## config.mk

```make
export PLATFORM = sky130hd
export DESIGN_NAME = pcounter_stack
export DESIGN_NICKNAME = d
export VERILOG_FILES = /design/src/rtl/pc_pkg.sv /design/src/rtl/pc_stack_lifo.sv /design/src/rtl/pcounter_stack.sv
export SDC_FILE = /design/constraint.sdc
export NUM_CORES = 1
export LEC_CHECK = 0
export BUFFER_PORTS_ARGS = -buffer_cell sky130_fd_sc_hd__buf_2
export CAP_MARGIN = 30
export CORE_MARGIN = 3
export CORE_UTILIZATION = 35
export DETAILED_ROUTE_END_ITERATION = 8
export GPL_TIMING_DRIVEN = 0
export HOLD_SLACK_MARGIN = 0.08
export PLACE_DENSITY = 0.49
export SKIP_LAST_GASP = 1
export SYNTH_ARGS = -nofsm -noshare
export SYNTH_HDL_FRONTEND = slang
export SYNTH_SLANG_ARGS = --single-unit
```

## constraint.sdc

```tcl
create_clock -name clk -period 3.52 [get_ports clk]
set_clock_uncertainty 0.2 [all_clocks]
set_input_delay 0.704 -clock clk [delete_from_list [all_inputs] [get_ports clk]]
set_output_delay 0.704 -clock clk [all_outputs]
set_load 0.02 [all_outputs]
```

## src/rtl/pc_pkg.sv

```systemverilog
// Shared program-counter definitions: op encoding and default widths used by
// pcounter_stack, decode and rom.
package pc_pkg;

  typedef enum logic [2:0] {
    PC_INC  = 3'd0,
    PC_JUMP = 3'd1,
    PC_CALL = 3'd2,
    PC_RET  = 3'd3,
    PC_SKIP = 3'd4,
    PC_HOLD = 3'd5
  } pc_op_t;

  localparam int unsigned PC_W_DEFAULT        = 11;
  localparam int unsigned STACK_DEPTH_DEFAULT = 8;

endpackage

```

## src/rtl/pc_stack_lifo.sv

```systemverilog
// Return-address LIFO with a circular pointer and a saturating occupancy count.
// Push when full overwrites the oldest slot; pop when empty reads the wrapped
// slot. Simultaneous push and pop replaces the top entry in place.
module pc_stack_lifo #(
  parameter int unsigned DATA_W      = 11,
  parameter int unsigned STACK_DEPTH = 8
) (
  input  logic                               i_clk,
  input  logic                               i_rst_n,
  input  logic                               i_push,
  input  logic                               i_pop,
  input  logic [DATA_W-1:0]                  i_data,
  output logic [DATA_W-1:0]                  o_data,
  output logic [$clog2(STACK_DEPTH+1)-1:0]   o_depth,
  output logic                               o_full,
  output logic                               o_empty
);

  localparam int unsigned PtrW   = $clog2(STACK_DEPTH);
  localparam int unsigned DepthW = $clog2(STACK_DEPTH + 1);
  localparam logic [DepthW-1:0] FullCount = DepthW'(STACK_DEPTH);
  localparam logic [PtrW-1:0]   LastSlot  = PtrW'(STACK_DEPTH - 1);

  logic [DATA_W-1:0] r_mem [STACK_DEPTH];
  logic [PtrW-1:0]   r_ptr;     // next free slot
  logic [DepthW-1:0] r_depth;

  logic [PtrW-1:0]   w_ptr_p1;
  logic [PtrW-1:0]   w_ptr_m1;
  logic [PtrW-1:0]   w_ptr_nxt;
  logic [DepthW-1:0] w_depth_nxt;
  logic              w_we;
  logic [PtrW-1:0]   w_waddr;

  assign w_ptr_p1 = (r_ptr == LastSlot) ? '0 : r_ptr + 1'b1;
  assign w_ptr_m1 = (r_ptr == '0) ? LastSlot : r_ptr - 1'b1;

  assign o_data  = r_mem[w_ptr_m1];
  assign o_depth = r_depth;
  assign o_full  = (r_depth == FullCount);
  assign o_empty = (r_depth == '0);

  // Pointer, depth and write-port control for push/pop combinations.
  always_comb begin
    w_we        = 1'b0;
    w_waddr     = r_ptr;
    w_ptr_nxt   = r_ptr;
    w_depth_nxt = r_depth;
    if (i_push && i_pop) begin
      w_we    = 1'b1;
      w_waddr = w_ptr_m1;
    end else if (i_push) begin
      w_we      = 1'b1;
      w_ptr_nxt = w_ptr_p1;
      if (!o_full) w_depth_nxt = r_depth + 1'b1;
    end else if (i_pop) begin
      w_ptr_nxt = w_ptr_m1;
      if (!o_empty) w_depth_nxt = r_depth - 1'b1;
    end
  end

  // Pointer and depth state; the stack discards all entries on reset.
  always_ff @(posedge i_clk or negedge i_rst_n) begin
    if (!i_rst_n) begin
      r_ptr   <= '0;
      r_depth <= '0;
    end else begin
      r_ptr   <= w_ptr_nxt;
      r_depth <= w_depth_nxt;
    end
  end

  // Storage array; contents are don't-care after reset so it has no reset.
  always_ff @(posedge i_clk) begin
    if (w_we) r_mem[w_waddr] <= i_data;
  end

endmodule

```

## src/rtl/pcounter_stack.sv

```systemverilog
// Program counter with increment, jump, skip and call/return via an internal
// return-address stack. Macro PCSTACK_CHECK_EN selects checked mode (guarded
// push/pop with sticky ovf/unf flags); otherwise the stack is circular and the
// flags are tied to 0.
module pcounter_stack
  import pc_pkg::*;
#(
  parameter int unsigned     PC_W         = PC_W_DEFAULT,
  parameter int unsigned     STACK_DEPTH  = STACK_DEPTH_DEFAULT,
  parameter logic [PC_W-1:0] RESET_VECTOR = '0
) (
  input  logic                              clk,
  input  logic                              reset,
  input  logic                              en,
  input  logic [2:0]                        op,
  input  logic [PC_W-1:0]                   target,
  input  logic                              clr_flags,
  output logic [PC_W-1:0]                   counter,
  output logic [$clog2(STACK_DEPTH+1)-1:0]  depth,
  output logic                              stack_full,
  output logic                              stack_empty,
  output logic                              stack_ovf,
  output logic                              stack_unf
);

  logic [PC_W-1:0] r_pc;
  logic [PC_W-1:0] w_pc_nxt;
  logic [PC_W-1:0] w_pc_inc;
  logic [PC_W-1:0] w_pc_skip;
  logic [PC_W-1:0] w_pop_data;
  logic            w_push;
  logic            w_pop;
  logic            w_full;
  logic            w_empty;

  assign w_pc_inc  = r_pc + PC_W'(1);
  assign w_pc_skip = r_pc + PC_W'(2);

  pc_stack_lifo #(
    .DATA_W      (PC_W),
    .STACK_DEPTH (STACK_DEPTH)
  ) u_lifo (
    .i_clk   (clk),
    .i_rst_n (reset),
    .i_push  (w_push),
    .i_pop   (w_pop),
    .i_data  (w_pc_inc),
    .o_data  (w_pop_data),
    .o_depth (depth),
    .o_full  (w_full),
    .o_empty (w_empty)
  );

  assign counter     = r_pc;
  assign stack_full  = w_full;
  assign stack_empty = w_empty;

`ifdef PCSTACK_CHECK_EN
  logic w_set_ovf;
  logic w_set_unf;
  logic r_ovf;
  logic r_unf;

  // Next-PC mux; full-stack CALL and empty-stack RET are guarded and flagged.
  always_comb begin
    w_pc_nxt  = r_pc;
    w_push    = 1'b0;
    w_pop     = 1'b0;
    w_set_ovf = 1'b0;
    w_set_unf = 1'b0;
    if (en) begin
      case (op)
        PC_JUMP: w_pc_nxt = target;
        PC_CALL: begin
          w_pc_nxt = target;
          if (w_full) w_set_ovf = 1'b1;
          else        w_push    = 1'b1;
        end
        PC_RET: begin
          if (w_empty) begin
            w_pc_nxt  = w_pc_inc;
            w_set_unf = 1'b1;
          end else begin
            w_pop    = 1'b1;
            w_pc_nxt = w_pop_data;
          end
        end
        PC_SKIP: w_pc_nxt = w_pc_skip;
        PC_HOLD: w_pc_nxt = r_pc;
        default: w_pc_nxt = w_pc_inc;  // INC and reserved codes
      endcase
    end
  end

  // Sticky error flags; clear wins over a same-cycle set and ignores en.
  always_ff @(posedge clk or negedge reset) begin
    if (!reset) begin
      r_ovf <= 1'b0;
      r_unf <= 1'b0;
    end else if (clr_flags) begin
      r_ovf <= 1'b0;
      r_unf <= 1'b0;
    end else begin
      if (w_set_ovf) r_ovf <= 1'b1;
      if (w_set_unf) r_unf <= 1'b1;
    end
  end

  assign stack_ovf = r_ovf;
  assign stack_unf = r_unf;
`else
  logic w_unused_clr;

  // Next-PC mux; the stack wraps freely so CALL/RET are never guarded.
  always_comb begin
    w_pc_nxt = r_pc;
    w_push   = 1'b0;
    w_pop    = 1'b0;
    if (en) begin
      case (op)
        PC_JUMP: w_pc_nxt = target;
        PC_CALL: begin
          w_pc_nxt = target;
          w_push   = 1'b1;
        end
        PC_RET: begin
          w_pop    = 1'b1;
          w_pc_nxt = w_pop_data;
        end
        PC_SKIP: w_pc_nxt = w_pc_skip;
        PC_HOLD: w_pc_nxt = r_pc;
        default: w_pc_nxt = w_pc_inc;  // INC and reserved codes
      endcase
    end
  end

  assign w_unused_clr = clr_flags;
  assign stack_ovf    = 1'b0;
  assign stack_unf    = 1'b0;
`endif

  // Program-counter register.
  always_ff @(posedge clk or negedge reset) begin
    if (!reset) r_pc <= RESET_VECTOR;
    else        r_pc <= w_pc_nxt;
  end

endmodule

```

==> key figures <==
Outcome
  – Status: completed

Routing
  – First-pass DRT Iterations: 5
  – First DRT Iteration DRCs: between 200 and 300
  – Antenna-violating nets left: 0
  – Drc violations: 0
  – Final wirelength: 12.4 mm
  – Routed length per placed instance: between 20 and 25 µm
  – DR vias: ~3,300
  – Vias per inst: around 5.4

CTS
  – Skew-Pair Late Insertion Delay: 0.35 ns
  – Root Driver: clkbuf_16
  – Clk slew on worst S/H paths: roughly 0.080 ns
  – CTS buffer count: 9
  – CTS tree: done
  – Hold Buf Count CTS: 0
  – Clk buf depth: 2
  – H-Tree Depth: 3
  – Sink Count: 106

Critical path
  – Critical path endpoint category: register
  – Worst path cell trace: buf_2, buf_2, inv_1, clkbuf_1, nor4_2, ha_2, mux2i_1, nand2_1, nor2_2, buf_6
  – Critical path's largest stage delay: between 0.4 and 0.5 ns
  – Required @ worst endpoint: 3.39 ns
  – Slowest CP cell: nor2_2
  – Crit Path Max Fanout: 10
  – CP dominant cell by count: buf_2
  – Startpoint Class: input pin
  – CP delay by family, top: simple AND/OR/NAND/NOR gates
  – Crit path kind: in -> reg
  – Buf/Inv on CP: 5
  – Worst Path Arrival: ~3.3 ns

Yosys
  – Yosys top cell area share: 51.1%
  – EDFF count, synth: between 80 and 90
  – Distinct cells, synth: 60
  – Synth top area cells: edfxtp_1 (51%), dfrtp_1 (8.7%), mux4_2 (8.3%)
  – Synthesized flop and latch total: 106
  – Mux cell area share after synthesis: roughly 11%
  – Main combinational cell family by area after synthesis: multiplexers
  – Synth Flop Type: edfxtp_1
  – Synth Area in XOR/XNOR: 3.22%
  – Most frequent cell after synthesis: edfxtp_1
  – Synth cell count leaders: edfxtp_1 (88), nand2_1 (30), a21oi_1 (24)
  – Mean Syn Cell Area: 13.7 µm²
  – Post-Synthesis Cell Area: between 0.005 and 0.006 mm²
  – Area share of fa/ha/maj cells after synthesis: between 3 and 4%
  – Synth Area in Simple Gates: between 10 and 15%
  – Compound-Gate Fraction of Synth Area: 9.43%
  – Area leader, netlist: edfxtp_1
  – Synth warnings: 0
  – Post-synthesis sequential area ratio: 59.8%
  – Async SR Flop Fraction: around 17%
  – Cells after Synth: around 380

Pwr
  – Worst VDD drop: about 250 µV
  – PD cells: between 700 and 800 mW/mm²
  – Total power: between 4000 and 5000 µW
  – P_leak: 0.00209 µW

Global routing
  – GRT Resource Usage Total: between 15 and 20%
  – Vias in the first global route: 3,309
  – Largest net degree at the start of global routing: 22
  – Total gr overflow: 0
  – Wire length of the first global-routing pass: 19.4 mm
  – Initial antenna violation count: 0

Timing
  – Final count of negative-setup-slack endpoints: 0
  – Least-Margin Pin Slew: 0.996 ns
  – WHS: about 0.11 ns
  – Fmax: between 0.2 and 0.3 GHz
  – Final hold vios: 0
  – RSZ-0062 raised after global routing: yes
  – Final worst-path cycle share: between 90% and 100%
  – Final Max Tran Viols: 0
  – Relative slew slack: 33.1%
  – Min Tclk post-route: 3.39 ns
  – Final Worst Setup Slack: between 0.1 and 0.15 ns
  – Setup TNS Final: 0 ns

Cells and area
  – Area Overhead vs Synth: 17.6%
  – Share of layout cells above drive strength 1: a little over a quarter
  – Fin cells: 618
  – Nets: between 400 and 500
  – Diode count: 0

Place
  – I/O Buffers: 31
  – Routability cong.: between 0.8 and 0.9
  – Placed cells: about 600
  – DP HPWL: 8.88 mm
  – Pre-CTS setup slack: -0.780 ns

Floorplanning
  – Core footprint: roughly 0.014 mm²
  – Die Span X: 128 µm
  – Die area: around 0.016 mm²
  – Die height: between 100 and 150 µm
  – Rows: 43
  – Initial Utilization: 36.6%
  – # IOs: 37

Job
  – Max-cap violations: 0

Hold path
  – Hold/Removal Path Class: in -> async
registers in the layout (all words and copies together) (netlist names):
signal / flops
u_lifo.o_depth: 4
u_lifo.r_mem: 88
u_lifo.r_ptr: 3
counter: 11
layer usage:
metal | global-route usage, % | share of wire (%)
met1 | 23.0 | 48
met2 | 24.1 | 45
met3 | 2.22 | 5.1
met4 | 5.68 | 1.6
met5 | 0 | 0
cell families (layout without fill, tap and decap cells):
| logic type | count (synthesis) | count (layout) |
|---|---|---|
| DFF | 106 | 106 |
| and+or+nand+nor | 99 | 99 |
| AOI/OAI and AO/OA | 77 | 77 |
| buffers and inverters | 32 | 91 |
| muxes | 30 | 30 |
| xor gates and xnor gates | 19 | 19 |
| adders and majority gates | 14 | 14 |
| other | 1 | 2 |
area by class of cell:
type | count | area (µm²)
Timing Repair Buffer | 43 | 268
Multi-Input combinational cell | 241 | 2020
Fill cell | 1316 | 8070
Clock buffer | 9 | 225
Sequential cell | 106 | 3090
Clock inverter | 7 | 103
Buffer | 22 | 114
Tap cell | 180 | 225
Inverter | 10 | 37.5
cells in the final DEF (no fill, tap or decap), types with 5 or more instances in the layout:
cell | synthesis | final
edfxtp_1 | 88 | 88
ha_1 | 9 | 8
xor2_1 | 5 | 5
inv_1 | 8 | 8
a21oi_1 | 24 | 23
nand3_1 | 12 | 12
a31oi_1 | 6 | 6
buf_6 | 1 | 7
o21ai_0 | 19 | 19
nor2_1 | 21 | 17
mux2_2 | 5 | 5
dfrtp_1 | 18 | 18
clkbuf_16 | 0 | 9
mux4_2 | 19 | 19
xnor2_1 | 14 | 14
nand2_1 | 30 | 30
o22ai_1 | 5 | 5
buf_2 | 7 | 38
clkbuf_1 | 10 | 10
buf_4 | 4 | 10
worst reg2reg max path, cell delays in order, from the launching register on:
cell	delay, ns
dfrtp_1	0.51
inv_1	0.11
ha_1	0.39
inv_1	0.21
clkbuf_1	0.54
mux4_2	0.45
a221oi_2	0.38
a21oi_1	0.12
worst paths after layout:
path                            slack, ns               from                  to  cells past startpoint
worst min register to register       0.38  u_lifo.o_depth[3]   u_lifo.o_depth[3]                      1
worst max-delay path                 0.13              op[1]  u_lifo.r_mem[3][1]                     10
worst min-delay path                 0.11              reset   u_lifo.o_depth[0]                      1
max in group asynchronous            2.67              reset          counter[3]                      1
min in group clk                     0.38  u_lifo.o_depth[3]   u_lifo.o_depth[3]                      1
worst max register to register       0.50    u_lifo.r_ptr[0]          counter[9]                      7
through the flow:
step / util (%) / area (µm²)
finish: 43.0 / 6080
global route: 43.0 / 6080
CTS: 42.6 / 6030
detailed placement: 40.0 / 5660
global placement: 39.3 / 5560
floorplan: - / 5180
power breakdown:
group	switching (µW)	internal, µW	leakage, µW
logic	1090	746	0.000940
clock network	501	578	0.000160
registers	137	1610	0.000990
repair_timing:
action | in CTS | in global routing
pin swaps | 0 | 2
cloned | 0 | 0
setup endpoints to repair | 48 | 49
buffers inserted | 0 | 4
gates resized for setup | 9 | 5
Note: power is estimated with default switching activity, not from simulation.
